===== config.mk =====
export PLATFORM = sky130hd
export DESIGN_NAME = apb_slave_regfile
export DESIGN_NICKNAME = d
export VERILOG_FILES = /design/src/rtl/apb_pkg.sv /design/src/rtl/apb_byte_regfile.sv /design/src/rtl/apb_slave_regfile.sv
export SDC_FILE = /design/constraint.sdc
export NUM_CORES = 1
export LEC_CHECK = 0
export ABC_CLOCK_PERIOD_IN_PS = 58700
export CAP_MARGIN = 5
export CORE_MARGIN = 4
export CORE_UTILIZATION = 29
export CTS_BUF_LIST = sky130_fd_sc_hd__clkbuf_4 sky130_fd_sc_hd__clkbuf_8
export DETAILED_ROUTE_END_ITERATION = 6
export PLACE_DENSITY_LB_ADDON = 0.08
export SYNTH_ARGS = -nofsm -noshare
export SYNTH_HDL_FRONTEND = slang
export SYNTH_SLANG_ARGS = --single-unit

===== constraint.sdc =====
create_clock -name clk -period 58.7 [get_ports clk]
set_input_delay 11.74 -clock clk [delete_from_list [all_inputs] [get_ports clk]]
set_output_delay 11.74 -clock clk [all_outputs]
set_load 0.02 [all_outputs]

===== src/rtl/apb_pkg.sv =====
// Shared types for the APB register-file slave: FSM state encoding and wait-counter width.
package apb_pkg;

    typedef enum logic {
        IDLE   = 1'b0,
        ACCESS = 1'b1
    } state_t;

    localparam int CNT_W = 4;

endpackage


===== src/rtl/apb_byte_regfile.sv =====
// DEPTH x DATA_W flop array with async clear, one byte-strobed write port and one read port.
// Write lands on the clock edge; read is combinational; no backpressure.
module apb_byte_regfile #(
    parameter int DATA_W = 32,
    parameter int DEPTH  = 16,
    parameter int IDX_W  = 4
) (
    input  logic                clk,
    input  logic                reset,
    input  logic                we,
    input  logic [IDX_W-1:0]    waddr,
    input  logic [DATA_W/8-1:0] wstrb,
    input  logic [DATA_W-1:0]   wdata,
    input  logic [IDX_W-1:0]    raddr,
    output logic [DATA_W-1:0]   rdata
);
    localparam int STRB_W = DATA_W / 8;

    logic [DATA_W-1:0] mem [DEPTH];

    always_ff @(posedge clk or posedge reset) begin
        if (reset) begin
            for (int i = 0; i < DEPTH; i++) begin
                mem[i] <= '0;
            end
        end else if (we) begin
            for (int b = 0; b < STRB_W; b++) begin
                if (wstrb[b]) begin
                    mem[waddr][b*8 +: 8] <= wdata[b*8 +: 8];
                end
            end
        end
    end

    assign rdata = mem[raddr];

endmodule


===== src/rtl/apb_slave_regfile.sv =====
// APB4 leaf slave fronting a byte-strobed register file, PSLVERR on misaligned/out-of-range addresses.
// Access phase lasts WAIT_CYCLES+1 cycles; pready/prdata/pslverr come straight from flops.
module apb_slave_regfile
    import apb_pkg::*;
#(
    parameter int ADDR_W      = 10,
    parameter int DATA_W      = 32,
    parameter int DEPTH       = 16,
    parameter int WAIT_CYCLES = 0
) (
    input  logic                clk,
    input  logic                reset,
    input  logic                psel,
    input  logic                penable,
    input  logic [ADDR_W-1:0]   paddr,
    input  logic                pwrite,
    input  logic [DATA_W-1:0]   pwdata,
    input  logic [DATA_W/8-1:0] pstrb,
    output logic                pready,
    output logic [DATA_W-1:0]   prdata,
    output logic                pslverr
);
    localparam int STRB_W = DATA_W / 8;
    localparam int OFS_W  = $clog2(STRB_W);
    localparam int IDX_W  = (DEPTH > 1) ? $clog2(DEPTH) : 1;

    state_t            state_q, state_d;
    logic [CNT_W-1:0]  cnt_q, cnt_d;
    logic              pready_d, pslverr_d;
    logic [DATA_W-1:0] prdata_d;
    logic              wr_en;

    logic [ADDR_W-1:0] idx_full;
    logic [IDX_W-1:0]  idx;
    logic              err;
    logic [DATA_W-1:0] rd_dat;
    logic [DATA_W-1:0] resp;
    logic              setup;

    // Index is widened by one bit so DEPTH == 2**ADDR_W still compares correctly.
    assign idx_full = paddr >> OFS_W;
    assign idx      = idx_full[IDX_W-1:0];
    assign err      = ((paddr & ADDR_W'(STRB_W - 1)) != '0) ||
                      ({1'b0, idx_full} >= (ADDR_W+1)'(DEPTH));
    assign resp     = (!pwrite && !err) ? rd_dat : '0;
    assign setup    = psel && !penable;

    apb_byte_regfile #(
        .DATA_W (DATA_W),
        .DEPTH  (DEPTH),
        .IDX_W  (IDX_W)
    ) u_regs (
        .clk    (clk),
        .reset  (reset),
        .we     (wr_en),
        .waddr  (idx),
        .wstrb  (pstrb),
        .wdata  (pwdata),
        .raddr  (idx),
        .rdata  (rd_dat)
    );

    always_ff @(posedge clk or posedge reset) begin
        if (reset) begin
            state_q <= IDLE;
        end else begin
            state_q <= state_d;
        end
    end

    always_comb begin
        state_d = state_q;
        case (state_q)
            IDLE:    if (setup) state_d = ACCESS;
            ACCESS:  if (!psel || (penable && pready)) state_d = IDLE;
            default: state_d = IDLE;
        endcase
    end

    always_comb begin
        cnt_d     = cnt_q;
        pready_d  = pready;
        prdata_d  = prdata;
        pslverr_d = pslverr;
        wr_en     = 1'b0;
        case (state_q)
            IDLE: begin
                if (setup) begin
                    cnt_d = CNT_W'(WAIT_CYCLES);
                    if (WAIT_CYCLES == 0) begin
                        pready_d  = 1'b1;
                        prdata_d  = resp;
                        pslverr_d = err;
                    end else begin
                        pready_d  = 1'b0;
                    end
                end
            end
            ACCESS: begin
                if (!psel) begin
                    // Abort: master walked away, drop the transfer without a write.
                    cnt_d     = '0;
                    pready_d  = 1'b0;
                    prdata_d  = '0;
                    pslverr_d = 1'b0;
                end else if (penable && pready) begin
                    wr_en     = pwrite && !err;
                    pready_d  = 1'b0;
                    prdata_d  = '0;
                    pslverr_d = 1'b0;
                end else if (cnt_q != '0) begin
                    cnt_d = cnt_q - 1'b1;
                    if (cnt_q == CNT_W'(1)) begin
                        pready_d  = 1'b1;
                        prdata_d  = resp;
                        pslverr_d = err;
                    end
                end
            end
            default: ;
        endcase
    end

    always_ff @(posedge clk or posedge reset) begin
        if (reset) begin
            cnt_q   <= '0;
            pready  <= 1'b0;
            prdata  <= '0;
            pslverr <= 1'b0;
        end else begin
            cnt_q   <= cnt_d;
            pready  <= pready_d;
            prdata  <= prdata_d;
            pslverr <= pslverr_d;
        end
    end

endmodule


==> Implementation_results.wiki <==
{| class="wikitable"
! Metric !! Value
|-
| Worst-path cell chain || clkdlybuf4s50_1 > nor4_2 > nand4_1 > buf_4 > buf_4 > nor3_4 > mux2_2
|-
| Synth async-reset ratio || 100%
|-
| Worst Path Buf+Inv || 3
|-
| Maximum resistive drop on vdd || 16.2 uV
|-
| Most common cell after layout, fill and taps aside || sky130_fd_sc_hd__dfrtp_1
|-
| Initial core utilization || 29.5%
|-
| Synthesized net count || 1,710
|-
| Worst path arrival time || 14,850 ps
|-
| Number of synthesis warnings || 0
|-
| Critical-path top delay cell || sky130_fd_sc_hd__nor3_4
|-
| Post-cts repair resize count || 0
|-
| Global-route wire length before repair || 110,000 um
|-
| Number of DRC markers in iteration 0 || 612
|-
| Clock network latency to the later pin of the worst-skew pair || around 680 ps
|-
| Kind of cell adding the most delay to the critical path || buffers and inverters
|-
| Clock transition at the registers of the reported paths || 50 ps
|-
| Final Critical Period || between 10,000 and 15,000 ps
|-
| Vias post-DR || around 15,000
|-
| Top library cells by usage in the layout, fill and taps aside || sky130_fd_sc_hd__dfrtp_1 (551), sky130_fd_sc_hd__mux2_2 (537), sky130_fd_sc_hd__clkbuf_8 (134), sky130_fd_sc_hd__mux2i_1 (96), sky130_fd_sc_hd__clkdlybuf4s50_1 (81)
|-
| Total core area || 87,300 um2
|-
| Number of nets in the layout || 1,832
|-
| Vias in the first global route || between 15,000 and 20,000
|-
| Max Cap Violations || 0
|-
| Area growth from synthesis to layout || 17.0%
|-
| Static Leakage || about 15 nW
|-
| Classification of the worst setup path || in -> reg
|-
| Detailed Routing Iterations Pass 1 || 4
|-
| Number of antenna violations at the first check in global routing || 4
|-
| Post-Synthesis Mean Instance Area || 15.5 um2
|-
| Hpwl dp || 44,200 um
|-
| Vertical extent of the die || roughly 300 um
|-
| Routability congestion estimate || about 0.70
|-
| Hold Worst Slack || 482 ps
|-
| Result of the run || finished, final reports clean
|-
| Die area || approximately 93,000 um2
|-
| Fillers || 8,544
|-
| TritonCTS clock tree || done
|-
| Prevailing post-synth register cell || sky130_fd_sc_hd__dfrtp_1
|-
| Slew @ Worst Pin || 1040 ps
|-
| Reg-to-reg startpoint || state_q$_DFF_PP0_
|-
| Root buffer selected by CTS || sky130_fd_sc_hd__clkbuf_8
|-
| Final worst-path cycle share || approximately a quarter
|-
| Total DRC errors in the routed layout || 0
|-
| Worst Setup Start Kind || input port
|-
| CP peak stage delay || 780 ps
|-
| Maximum number of pins on one net before global-route repair || 169
|-
| Horizontal extent of the die || 306 um
|-
| Kind of end point of the critical path || flip-flop
|-
| Peak Freq || 0.0700 GHz
|-
| Total area of multi-input combinational cells || between 10,000 and 15,000 um2
|-
| Post-synthesis cell area || roughly 26,000 um2
|-
| DRT antenna net count || 0
|-
| Cells after Synth || 1,657
|-
| Required time at the endpoint of the critical path || 59,260 ps
|-
| Final number of hold-violating endpoints || 0
|-
| Library cell appearing most often on the critical path || sky130_fd_sc_hd__buf_4
|-
| Overall routing resource usage || 15.7%
|-
| Routed WL per cell || 24.2 um
|-
| Fraction of final layout cells with drive strength greater than 1 || 50.7%
|-
| Final-report setup violation count || 0
|-
| Flip-flop and latch area || roughly 14,000 um2
|-
| Total power density per cell area || 27.9 nW/um2
|-
| I/O pin count || 85
|-
| Worst clock skew || ~22 ps
|-
| Final total negative setup slack || 0 ps
|-
| Number of buffers inserted to repair setup after CTS || 0
|-
| Kind of path behind the tightest hold check || reg -> reg
|-
| Deepest clock path buffer count || 3
|-
| Unique cell type count in the Yosys netlist || 44
|-
| Number of port buffers || 84
|-
| H-tree depth || 3
|-
| Number of flops mapped to enable cells by yosys || 0
|-
| Fraction of the yosys area taken by sequential cells || 53.6%
|-
| RSZ-0062 raised after global routing || no
|-
| Number of buffers inserted for hold repair after clock tree synthesis || 0
|-
| CP Max Fanout || 33
|-
| Routed Wire Length || 73,100 um
|-
| Avg Vias per Cell || 4.90
|-
| Clock buffer count from CTS || 106
|-
| Count of standard-cell rows || 108
|-
| Hold Path Origin || prdata[2]$_DFFE_PP0P_
|-
| Synth Register Bits || 551
|-
| Source of the critical timing path || paddr[6]
|-
| Final global-route overflow total || 0
|-
| Clk sink count || 551
|-
| Max-Slew Margin vs Limit || between 30% and 40%
|-
| Final Max Tran Viols || 0
|}
## power breakdown
part / switching, mW / internal, mW
Sequential: 0.000982 / 0.381
Combinational: 0.0325 / 0.0129
Clock: 0.169 / 0.242
## layout make-up
class	instances	share of cell area, %
inverter	5	0.0874
tap	1155	4.80
sequential	551	45.8
multi-input combinational	1003	38.0
clock buffer	180	7.28
antenna	4	0.0333
timing repair buffer	112	3.53
clock inverter	14	0.453
## sequential cells by signal, summed over array words and instances, names as in the netlist
| name | cells |
|---|---|
| cnt_q | 4 |
| prdata | 32 |
| pready | 1 |
| pslverr | 1 |
| state_q | 1 |
| u_regs.mem | 512 |
## worst min-delay path, stage by stage (launching register included)
cell and delay, ps:
sky130_fd_sc_hd__dfrtp_1 340, sky130_fd_sc_hd__nand2_1 50, sky130_fd_sc_hd__o21ai_0 60
## synthesized netlist by cell type (10+ instances only)
library cell	n	area, um2
sky130_fd_sc_hd__dfrtp_1	551	13800
sky130_fd_sc_hd__mux2_2	537	6050
sky130_fd_sc_hd__mux2i_1	96	961
sky130_fd_sc_hd__mux4_2	80	1800
sky130_fd_sc_hd__nor3_4	60	976
sky130_fd_sc_hd__nor2_1	56	210
sky130_fd_sc_hd__nand2_1	47	176
sky130_fd_sc_hd__clkbuf_1	44	165
sky130_fd_sc_hd__a221o_1	24	240
sky130_fd_sc_hd__buf_2	23	115
sky130_fd_sc_hd__o41ai_2	22	358
sky130_fd_sc_hd__buf_4	20	150
sky130_fd_sc_hd__a22o_1	18	158
sky130_fd_sc_hd__o21ai_0	10	50.1
## kinds of logic (layout without fill, tap and decap cells)
| group | after synthesis | count (layout) | share of synthesized area [%] |
|---|---|---|---|
| multiplexers | 713 | 713 | 34.3 |
| flip-flops | 551 | 551 | 53.6 |
| AND/OR/NAND/NOR | 198 | 198 | 6.35 |
| buffers and inverters | 103 | 311 | 2.08 |
| AO/OA/AOI/OAI | 90 | 90 | 3.57 |
| adder cells (fa/ha/maj) | 2 | 2 | 0.0973 |
| other | 0 | 4 | 0 |
## path summary, 6_finish.rpt
check	to	slack (ps)	cells after the start
max	u_regs.mem[452]$_DFFE_PP0P_	44410	7
min	prdata[2]$_DFFE_PP0P_	480	2
max reg2reg	u_regs.mem[387]$_DFFE_PP0P_	55500	7
min reg2reg	prdata[2]$_DFFE_PP0P_	480	2
max in group asynchronous	u_regs.mem[436]$_DFFE_PP0P_	44860	4
min in group asynchronous	u_regs.mem[447]$_DFFE_PP0P_	11600	2
## stage by stage
step | util (%) | std cells | power, mW | setup WS [ps] | instance area (um2)
4_1_cts | 34.4 | 3020 | 0.857 | 44420 | 30100
2_1_floorplan | - | 1657 | 0.417 | 31550 | 25700
6_report | 34.5 | 3024 | 0.839 | 44410 | 30100
5_1_grt | 34.4 | 3021 | 0.878 | 44330 | 30100
3_5_place_dp | 31.8 | 2826 | 0.436 | 43630 | 27700
3_3_place_gp | 31.8 | 2826 | 0.435 | 43640 | 27700
## metal layers
layer | part of all wire (%) | wire length, um | global-route usage (%)
met1 | 46 | 33900 | 21.8
met2 | 48 | 34800 | 25.4
met3 | 4.1 | 3010 | 3.14
met4 | 1.9 | 1390 | 3.48
met5 | 0.018 | 13 | 0
No activity file was read; power rests on OpenSTA's default activity.
